==> src/rtl/seg_bus_decoder.sv <==
// -----------------------------------------------------------------------------
// seg_bus_decoder
//
// Receive end of a multiplexed seven-segment display bus. The scanned
// active-low segment and anode lines are synchronised, each digit phase is
// qualified by holding still for STABLE_CYCLES synced samples, and the
// qualified segment pattern is decoded back to a hex nibble for the digit
// whose anode is active. Used for display loopback self-test and for reading
// external 7-seg instruments.
//
// Parameters
//   NUM_DIGITS     number of multiplexed digits / anode lines (1..8)
//   STABLE_CYCLES  consecutive identical synced samples required (>= 2)
//
// Ports
//   clk          in   system clock
//   rst          in   synchronous, active-high reset
//   seg_n        in   segments a..g on [0]..[6], active-low, asynchronous
//   an_n         in   anode enables, active-low, asynchronous
//   dp_n         in   decimal point, active-low (SEG_DP_CAPTURE_EN only)
//   err_clr      in   clears pattern_err
//   dp           out  captured decimal point per digit (SEG_DP_CAPTURE_EN only)
//   digits       out  decoded nibbles, digit i at [4i+3:4i]
//   digit_valid  out  digit i holds a decoded hex value
//   frame_done   out  one-cycle pulse once every digit has been captured
//   pattern_err  out  sticky: undecodable pattern or stable multi-anode drive
//
// Build option
//   SEG_DP_CAPTURE_EN  when defined, adds dp_n/dp and captures the decimal
//                      point alongside each digit. Undefined: dp is ignored.
//
// Timing: after the pins change and hold, the capture registers update on
// the (STABLE_CYCLES+2)-th rising edge, counting the first edge that samples
// the new pin values as edge 1.
// -----------------------------------------------------------------------------
module seg_bus_decoder #(
  parameter int NUM_DIGITS    = 4,
  parameter int STABLE_CYCLES = 8
) (
  input  logic                    clk,
  input  logic                    rst,
  input  logic [6:0]              seg_n,
  input  logic [NUM_DIGITS-1:0]   an_n,
`ifdef SEG_DP_CAPTURE_EN
  input  logic                    dp_n,
  output logic [NUM_DIGITS-1:0]   dp,
`endif
  input  logic                    err_clr,
  output logic [4*NUM_DIGITS-1:0] digits,
  output logic [NUM_DIGITS-1:0]   digit_valid,
  output logic                    frame_done,
  output logic                    pattern_err
);

  // Layout of the synchronised word: {[dp_n,] an_n, seg_n}
  localparam int AN_LSB = 7;
`ifdef SEG_DP_CAPTURE_EN
  localparam int WORD_W = NUM_DIGITS + 8;
`else
  localparam int WORD_W = NUM_DIGITS + 7;
`endif

  localparam int                    CNT_W   = $clog2(STABLE_CYCLES);
  localparam logic [CNT_W-1:0]      CNT_MAX = CNT_W'(STABLE_CYCLES - 1);
  localparam logic [NUM_DIGITS-1:0] ONE_N   = NUM_DIGITS'(1);

  // FSM encoding
  localparam logic [1:0] ST_IDLE   = 2'd0;  // no single anode active
  localparam logic [1:0] ST_SETTLE = 2'd1;  // one anode active, waiting for stability
  localparam logic [1:0] ST_HELD   = 2'd2;  // current phase already consumed

  // ---------------------------------------------------------------------------
  // Two-flop synchroniser. Resets to all ones, i.e. every line inactive.
  // ---------------------------------------------------------------------------
  logic [WORD_W-1:0] pin_word;
  logic [WORD_W-1:0] sync1_q;
  logic [WORD_W-1:0] sync2_q;

`ifdef SEG_DP_CAPTURE_EN
  assign pin_word = {dp_n, an_n, seg_n};
`else
  assign pin_word = {an_n, seg_n};
`endif

  always_ff @(posedge clk) begin
    if (rst) begin
      sync1_q <= '1;
      sync2_q <= '1;
    end else begin
      sync1_q <= pin_word;
      sync2_q <= sync1_q;
    end
  end

  // ---------------------------------------------------------------------------
  // Stability tracking. The change test looks at the word about to enter the
  // second stage, so a change is seen on the same edge that the synced word
  // itself changes; this is what makes capture land on edge STABLE_CYCLES+2.
  // ---------------------------------------------------------------------------
  logic             word_change;
  logic [CNT_W-1:0] cnt_q;
  logic [CNT_W-1:0] cnt_d;
  logic             stable_full;

  assign word_change = (sync1_q != sync2_q);
  assign cnt_d       = word_change        ? '0 :
                       (cnt_q == CNT_MAX) ? cnt_q :
                                            cnt_q + CNT_W'(1);
  assign stable_full = !word_change && (cnt_q == CNT_MAX);

  always_ff @(posedge clk) begin
    if (rst) begin
      cnt_q <= '0;
    end else begin
      cnt_q <= cnt_d;
    end
  end

  // ---------------------------------------------------------------------------
  // Anode classification: cur_* is the synced word, next_* the one arriving.
  // ---------------------------------------------------------------------------
  logic [NUM_DIGITS-1:0] cur_active;
  logic [NUM_DIGITS-1:0] next_active;
  logic                  cur_one_hot;
  logic                  next_one_hot;
  logic                  cur_multi;

  function automatic logic is_one_hot(input logic [NUM_DIGITS-1:0] v);
    return (v != '0) && ((v & (v - ONE_N)) == '0);
  endfunction

  assign cur_active   = ~sync2_q[AN_LSB +: NUM_DIGITS];
  assign next_active  = ~sync1_q[AN_LSB +: NUM_DIGITS];
  assign cur_one_hot  = is_one_hot(cur_active);
  assign next_one_hot = is_one_hot(next_active);
  // Zero active anodes is inter-digit blanking and never an error.
  assign cur_multi    = (cur_active != '0) && !cur_one_hot;

  // ---------------------------------------------------------------------------
  // Segment decoder on the synced pattern.
  // ---------------------------------------------------------------------------
  logic [3:0] dec_nib;
  logic       dec_hex;
  logic       dec_blank;

  always_comb begin
    dec_nib   = 4'h0;
    dec_hex   = 1'b1;
    dec_blank = 1'b0;
    case (sync2_q[6:0])
      7'h40: dec_nib = 4'h0;
      7'h79: dec_nib = 4'h1;
      7'h24: dec_nib = 4'h2;
      7'h30: dec_nib = 4'h3;
      7'h19: dec_nib = 4'h4;
      7'h12: dec_nib = 4'h5;
      7'h02: dec_nib = 4'h6;
      7'h78: dec_nib = 4'h7;
      7'h00: dec_nib = 4'h8;
      7'h10: dec_nib = 4'h9;
      7'h08: dec_nib = 4'hA;
      7'h03: dec_nib = 4'hB;
      7'h46: dec_nib = 4'hC;
      7'h21: dec_nib = 4'hD;
      7'h06: dec_nib = 4'hE;
      7'h0E: dec_nib = 4'hF;
      7'h7F: begin
        dec_hex   = 1'b0;
        dec_blank = 1'b1;
      end
      default: dec_hex = 1'b0;
    endcase
  end

  // ---------------------------------------------------------------------------
  // Phase FSM. A qualified phase produces exactly one event (capture or
  // multi-anode error) and then parks in HELD until the synced word moves.
  // ---------------------------------------------------------------------------
  logic [1:0] state_q;
  logic [1:0] state_d;
  logic       capture;
  logic       multi_err;

  always_comb begin
    state_d   = state_q;
    capture   = 1'b0;
    multi_err = 1'b0;
    if (word_change) begin
      state_d = next_one_hot ? ST_SETTLE : ST_IDLE;
    end else begin
      case (state_q)
        ST_IDLE: begin
          if (cur_one_hot) begin
            state_d = ST_SETTLE;
          end else if (cur_multi && stable_full) begin
            multi_err = 1'b1;
            state_d   = ST_HELD;
          end
        end
        ST_SETTLE: begin
          if (!cur_one_hot) begin
            state_d = ST_IDLE;
          end else if (stable_full) begin
            capture = 1'b1;
            state_d = ST_HELD;
          end
        end
        ST_HELD: state_d = ST_HELD;
        default: state_d = ST_IDLE;
      endcase
    end
  end

  always_ff @(posedge clk) begin
    if (rst) begin
      state_q <= ST_IDLE;
    end else begin
      state_q <= state_d;
    end
  end

  // ---------------------------------------------------------------------------
  // Per-digit capture registers. During a capture cur_active is one-hot, so
  // it doubles as the write-enable vector.
  // ---------------------------------------------------------------------------
  logic [4*NUM_DIGITS-1:0] digits_q;
  logic [4*NUM_DIGITS-1:0] digits_d;
  logic [NUM_DIGITS-1:0]   valid_q;
  logic [NUM_DIGITS-1:0]   valid_d;
`ifdef SEG_DP_CAPTURE_EN
  logic [NUM_DIGITS-1:0]   dp_q;
  logic [NUM_DIGITS-1:0]   dp_d;
`endif

  for (genvar gi = 0; gi < NUM_DIGITS; gi++) begin : g_digit
    logic hit;
    assign hit = capture && cur_active[gi];
    // Blank and undecodable patterns keep the previous nibble.
    assign digits_d[4*gi +: 4] = (hit && dec_hex) ? dec_nib : digits_q[4*gi +: 4];
    assign valid_d[gi]         = hit ? dec_hex : valid_q[gi];
`ifdef SEG_DP_CAPTURE_EN
    assign dp_d[gi]            = hit ? ~sync2_q[WORD_W-1] : dp_q[gi];
`endif
  end

  // ---------------------------------------------------------------------------
  // Frame tracking and sticky error.
  // ---------------------------------------------------------------------------
  logic [NUM_DIGITS-1:0] mask_q;
  logic [NUM_DIGITS-1:0] mask_d;
  logic                  mask_full;
  logic                  frame_q;
  logic                  err_q;
  logic                  err_d;
  logic                  err_set;

  assign mask_full = &mask_q;
  // A capture on the edge that retires a full mask seeds the next frame.
  assign mask_d    = (mask_full ? '0 : mask_q) | (capture ? cur_active : '0);
  assign err_set   = multi_err || (capture && !dec_hex && !dec_blank);
  // A new error outranks a simultaneous clear.
  assign err_d     = err_set ? 1'b1 : (err_clr ? 1'b0 : err_q);

  always_ff @(posedge clk) begin
    if (rst) begin
      digits_q <= '0;
      valid_q  <= '0;
      mask_q   <= '0;
      frame_q  <= 1'b0;
      err_q    <= 1'b0;
`ifdef SEG_DP_CAPTURE_EN
      dp_q     <= '0;
`endif
    end else begin
      digits_q <= digits_d;
      valid_q  <= valid_d;
      mask_q   <= mask_d;
      frame_q  <= mask_full;
      err_q    <= err_d;
`ifdef SEG_DP_CAPTURE_EN
      dp_q     <= dp_d;
`endif
    end
  end

  assign digits      = digits_q;
  assign digit_valid = valid_q;
  assign frame_done  = frame_q;
  assign pattern_err = err_q;
`ifdef SEG_DP_CAPTURE_EN
  assign dp          = dp_q;
`endif

endmodule

==> config.mk <==
export PLATFORM = sky130hd
export DESIGN_NAME = seg_bus_decoder
export DESIGN_NICKNAME = d
export VERILOG_FILES = /design/src/rtl/seg_bus_decoder.sv
export SDC_FILE = /design/constraint.sdc
export NUM_CORES = 1
export LEC_CHECK = 0
export ABC_CLOCK_PERIOD_IN_PS = 2100
export CAP_MARGIN = 10
export CORE_MARGIN = 4
export CORE_UTILIZATION = 48
export DETAILED_ROUTE_END_ITERATION = 10
export PLACE_DENSITY = 0.75
export SLEW_MARGIN = 20
export SYNTH_ARGS = -nofsm -noshare
export SYNTH_HDL_FRONTEND = slang
export SYNTH_SLANG_ARGS = --single-unit
==> constraint.sdc <==
create_clock -name clk -period 2.1 [get_ports clk]
set_input_delay 0.21 -clock clk [delete_from_list [all_inputs] [get_ports clk]]
set_output_delay 0.21 -clock clk [all_outputs]
set_load 0.01 [all_outputs]
-- Word-level counts from Yosys, hierarchy flattened
Cells that the tools add are included.
- muxes and demuxes: 22
- add/sub/neg operators: 3
- bitwise operators: 5
- eq/ne operators: 22
- reductions and logical operators: 31
- operators by type and width (operator ; number):
    4-bit case mux with 15 select lines ; 1
    7-bit == test (second input constant) ; 5
    7-bit by 5-bit == test with 1-bit output (second input constant) ; 3
    7-bit by 6-bit == test with 1-bit output (second input constant) ; 3
    16-bit OR reduction ; 1
    1-bit logical AND ; 15
    7-bit by 2-bit == test with 1-bit output (second input constant) ; 2
    7-bit by 4-bit == test with 1-bit output (second input constant) ; 2
    1-bit 2-to-1 mux ; 13
    11-bit inequality test ; 1
    2-bit 2-to-1 mux ; 5
    4-bit bitwise AND ; 2
    4-bit logical NOT ; 2
    4-bit 2-to-1 mux ; 2
    4-bit inequality test (second input constant) ; 2
    4-bit inverter ; 2
    4-bit nonzero test ; 2
    4-bit by 1-bit subtractor with 4-bit output (second input constant) ; 2
    7-bit by 3-bit == test with 1-bit output (second input constant) ; 1
    7-bit logical NOT ; 1
    2-bit case mux with 3 select lines ; 1
    1-bit logical NOT ; 4
    4-bit bitwise OR ; 1
    4-bit AND reduction ; 1
    other kinds (9) ; 9
- output and inout port bits: 22
- register bits: 53
- logic and storage cells: 98
- input bits: 14

-- Logic depth before layout (Yosys ltp)
Gate-level depths: netlist of run 1.
- depth after elaboration: 14
- mapped depth: 10
- gate-level depth less buffers: 8

-- Least setup slack after synthesis of run 1
No wires, ideal clock.
- path kind: register to register
- from: register sync2_q[2]
- to: register digits_q[15], in the netlist digits[15]
- period minus slack after synthesis: 2.085 ns
- slack: 0.015 ns
- required time: 1.984 ns
- buffers on the path: 2
- data arrival time: 1.970 ns
- setup time: 0.116 ns
- cell stages (with the launch flop): 9
- cells stage by stage: dfxtp_1 buf_6 or3_4 o31ai_4 o31ai_1 nor4b_4 or3_1 buf_2 a31o_1
- cells in the longest elaborated chain, start to end: 9
- elaborated cells between the ends (all ways): 28
- those cells by class: 16 x eq/ne; 6 x mux; 6 x reduce/logical
- ends and longest elaborated chain (item ; RTL line ; RTL):
    start: declaration ; 77 ; logic [WORD_W-1:0] sync2_q;
    start signal: assignment ; 91 ; sync2_q <= sync1_q;
    11-bit inequality test ; 105 ; assign word_change = (sync1_q != sync2_q);
    1-bit logical NOT ; 109 ; assign stable_full = !word_change && (cnt_q == CNT_MAX);
    1-bit logical AND ; 109 ;
    1-bit 2-to-1 mux ; 203 ; end else if (stable_full) begin
    1-bit 2-to-1 mux ; 201 ; if (!cur_one_hot) begin
    1-bit 2-to-1 mux ; 191 ; case (state_q)
    1-bit 2-to-1 mux ; 188 ; if (word_change) begin
    1-bit logical AND ; 237 ; assign hit = capture && cur_active[gi];
    1-bit logical AND ; 239 ; assign digits_d[4*gi +: 4] = (hit && dec_hex) ? dec_nib : digits_q[4*gi +: 4];
    end signal: assignment ; 275 ; digits_q <= digits_d;
    end: declaration ; 226 ; logic [4*NUM_DIGITS-1:0] digits_q;
Several ways; a longest one is shown, not always the timed one.
A chain may end at the register's enable or synchronous reset.

-- Final worst setup path of run 1
- from: register sync2_q[1]
- to: register digits_q[5], in the netlist digits[5]
Same word-level chain as after synthesis.

==> results of run 1 <==
-- Yosys cell counts, types with 3 or more instances --
| master | count |
|---|---|
| o21a_1 | 3 |
| nor2_1 | 13 |
| nand4b_1 | 3 |
| nand2b_1 | 4 |
| dfxtp_1 | 53 |
| nand3_1 | 3 |
| mux2i_1 | 7 |
| a21oi_1 | 7 |
| or2_2 | 23 |
| clkbuf_1 | 9 |
| o32ai_1 | 11 |
| a21o_1 | 3 |
| inv_1 | 14 |
| xor2_1 | 13 |
| nand2_1 | 21 |
| nor4_1 | 6 |
| xnor2_1 | 3 |
| buf_2 | 8 |
| or3_1 | 4 |
| nor3_1 | 4 |
-- layout make-up --
| class | count | area, µm² |
|---|---|---|
| Clock buffer | 5 | 68.8 |
| Clock inverter | 3 | 43.8 |
| Fill cell | 371 | 1470 |
| Inverter | 14 | 52.6 |
| Multi-Input combinational cell | 171 | 1340 |
| Sequential cell | 53 | 1070 |
| Tap cell | 67 | 83.8 |
| Timing Repair Buffer | 73 | 656 |
-- power by group through the flow --
stage	Clock, mW	Combinational [mW]	Sequential, mW
after floorplan	0	0.104	1.06
after global placement	0	0.168	1.07
after detailed placement	0	0.170	1.07
final	0.693	0.187	1.05
after global routing	0.737	0.202	1.05
after CTS	0.702	0.173	1.05
-- sequential cells by signal (all words and copies together), names as in the netlist --
signal       count
cnt_q            3
digit_valid      4
digits          16
frame_done       1
mask_q           4
pattern_err      1
state_q          2
sync1_q         11
sync2_q         11
-- stage by stage --
step	hold WS (ns)	power [mW]	cells
after floorplan	0.314	1.17	257
after global placement	0.446	1.24	376
after detailed placement	0.449	1.24	376
after CTS	0.456	1.92	384
after global routing	0.458	1.99	386
final	0.461	1.93	386
-- routing by layer --
layer / part of all wire (%) / up-vias / global-route usage [%]
li1: - / 1020 / -
met4: 0.84 / 0 / 4.37
met5: 0 / - / 0
met2: 52 / 39 / 30.8
met3: 4.0 / 6 / 2.72
met1: 43 / 975 / 22.4
-- worst max-delay path, delay by kind of cell (launching register included) --
| kind | cells | cell delay [ns] |
|---|---|---|
| buffers and inverters | 2 | 0.30 |
| AND/OR/NAND/NOR | 3 | 0.67 |
| AO/OA/AOI/OAI | 3 | 0.68 |
| flip-flops | 1 | 0.35 |
-- placed cells by master (no fill, tap or decap), types with 7 or more instances in the layout --
master / n
nand2_1: 21
a21oi_1: 7
inv_1: 14
dfxtp_1: 49
nor2_1: 13
or2_2: 23
buf_4: 35
clkdlybuf4s50_1: 35
xor2_1: 13
mux2i_1: 7
o32ai_2: 9
-- worst max path at each step --
stage                  to  cells after the start        from  slack, ns
2_1_floorplan  digits[15]                      8  sync2_q[2]       0.01
3_3_place_gp   digits[12]                      6  sync2_q[4]      -0.03
3_5_place_dp    digits[8]                      7  sync2_q[4]      -0.06
4_1_cts         digits[8]                      8  sync2_q[2]      -0.05
5_1_grt         digits[4]                      8  sync2_q[0]      -0.09
6_report        digits[5]                      8  sync2_q[1]       0.02
-- logic make-up after synthesis --
logic type / Yosys count / synth area share [%]
XOR/XNOR: 16 / 5.82
AND/OR/NAND/NOR: 102 / 25.0
AO/OA/AOI/OAI: 42 / 14.2
flip-flops: 53 / 44.1
adder cells (fa/ha/maj): 3 / 1.46
buffers and inverters: 33 / 6.03
multiplexers: 8 / 3.38
-- timing repair --
item                                    in CTS  in global routing
pin swaps                                    0                  6
setup buffers                                0                  2
resized for setup                            2                 27
endpoints found under the setup margin      20                 21
hold endpoints to repair                     0                  0
==> impl_metrics.json, run 1 <==
{
  "seqPwrFrac_pct": 54.4,
  "layout-drive-gt1-share_pct": 31.7,
  "crit_path_start_kind": "register",
  "pin_count": 36,
  "core_area_um2": 4790,
  "min_from": "an_n[2]",
  "switching_share_pct": 23.0,
  "synth.distinct_cells": 54,
  "firstDrtPassIters": 4,
  "critPathMaxStageDelay_ns": 0.35,
  "postPlaceCellArea_um2": 3030,
  "nets": 334,
  "post_drt_wl_per_cell_um": 14.1,
  "rr_startpoint": "sync2_q[1]",
  "dr.first_iter.drc_count": 122,
  "numCtsBuffers": 5,
  "p_int_mw": 1.49,
  "antenna_found_initial": 0,
  "yosysWarnings": 0,
  "finalWirelength_um": 5460,
  "min_to": "sync1_q[9]",
  "cts_hold_buf": 0,
  "min_path_cells": 2,
  "dp_slack_ns": -0.0576,
  "path_cells": "buf_6 -> and4bb_2 -> a32o_1 -> o31ai_2 -> nor4b_4 -> nor2_1 -> buf_4 -> o32ai_2",
  "r2r_setup_slack_ns": 0.02,
  "h-tree-depth": 2,
  "worst_slack_ns": 0.0218,
  "p_leak_nw": 1.22,
  "rsz0062_at_grt": "yes",
  "route.antenna.remaining_nets": 0,
  "fin_worst_skew_ns": 0.00834,
  "syn_inst": 257,
  "drcViolationCount": 0,
  "critPathKind": "reg -> reg",
  "final_cell_area_um2": 3310,
  "tightest_slew_ns": 0.459,
  "cts_num_sinks": 53,
  "grt_pass1_wl_um": 8780,
  "async_flop_share_pct": 0,
  "start_util_pct": 50.3,
  "syn_avg_cell_area_um2": 9.36,
  "synth_top_cell_by_area": "dfxtp_1",
  "diodes": 0,
  "power_switching_mw": 0.444,
  "ys.flop_type": "dfxtp_1",
  "synth_top_cell_area_share_pct": 44.1,
  "fin_crit_sh_pct": 99.0,
  "cts.clk_slew.worst_paths_ns": 0.10,
  "setup_violations": 0,
  "die_w_um": 78.8,
  "synthToLayoutAreaGrowth_pct": 37.6,
  "crit_path_end_kind": "register",
  "io_buffers": 35,
  "worstPathMaxFanout": 6,
  "tritoncts": "done",
  "final_core_utilization_pct": 69.2,
  "reg2regPathDepth": 8,
  "drt-vias-per-instance": 5.28,
  "clk-insertion-delay-late_ns": 0.30,
  "period_minus_slack_ns": 2.08,
  "cts-root-buf": "clkbuf_8",
  "ys_top_cells_by_area": "dfxtp_1 (44%), or2_2 (6.0%), xor2_1 (4.7%)",
  "status": "finished, final reports clean",
  "rows": 25,
  "hold_violations": 0,
  "drv_slew": 0,
  "ys_ff_latch": 53,
  "track_usage_pct": 17.5,
  "finalSetupTns_ns": 0,
  "fmax_mhz": 481,
  "syn_nets": 273,
  "gp_congestion": 0.856,
  "grt_max_degree": 42,
  "synth_area_um2": 2410,
  "overflow": 0,
  "powerDensity_nw_per_um2": 582,
  "synth_seq_area_share_pct": 44.1,
  "drv_cap": 0,
  "relSlewSlack_pct": 69.4,
  "share_comb_of_total_power_pct": 9.7,
  "fp.dieH_um": 78.8,
  "clockBufferDepth": 2,
  "ir_drop_mv": 0.572,
  "hold_class": "in -> reg",
  "dp_hpwl_um": 3820,
  "synth-edff-count": 0,
  "die_area_um2": 6210,
  "worstPathRequired_ns": 2.32,
  "grt_pass1_vias": 1927,
  "r2r-end": "digits[5]",
  "arrival_ns": 2.30,
  "crit_slowest_cell": "dfxtp_2",
  "clockPowerShare_pct": 35.9,
  "vias": 2040
}
No activity file was read; power rests on OpenSTA's default activity.
==> run 2, diff against run 1 <==
- CAP_MARGIN: 10 -> default
==> results of run 2 <==
No change in the layout: final DEF, timing and power equal those of run 1.
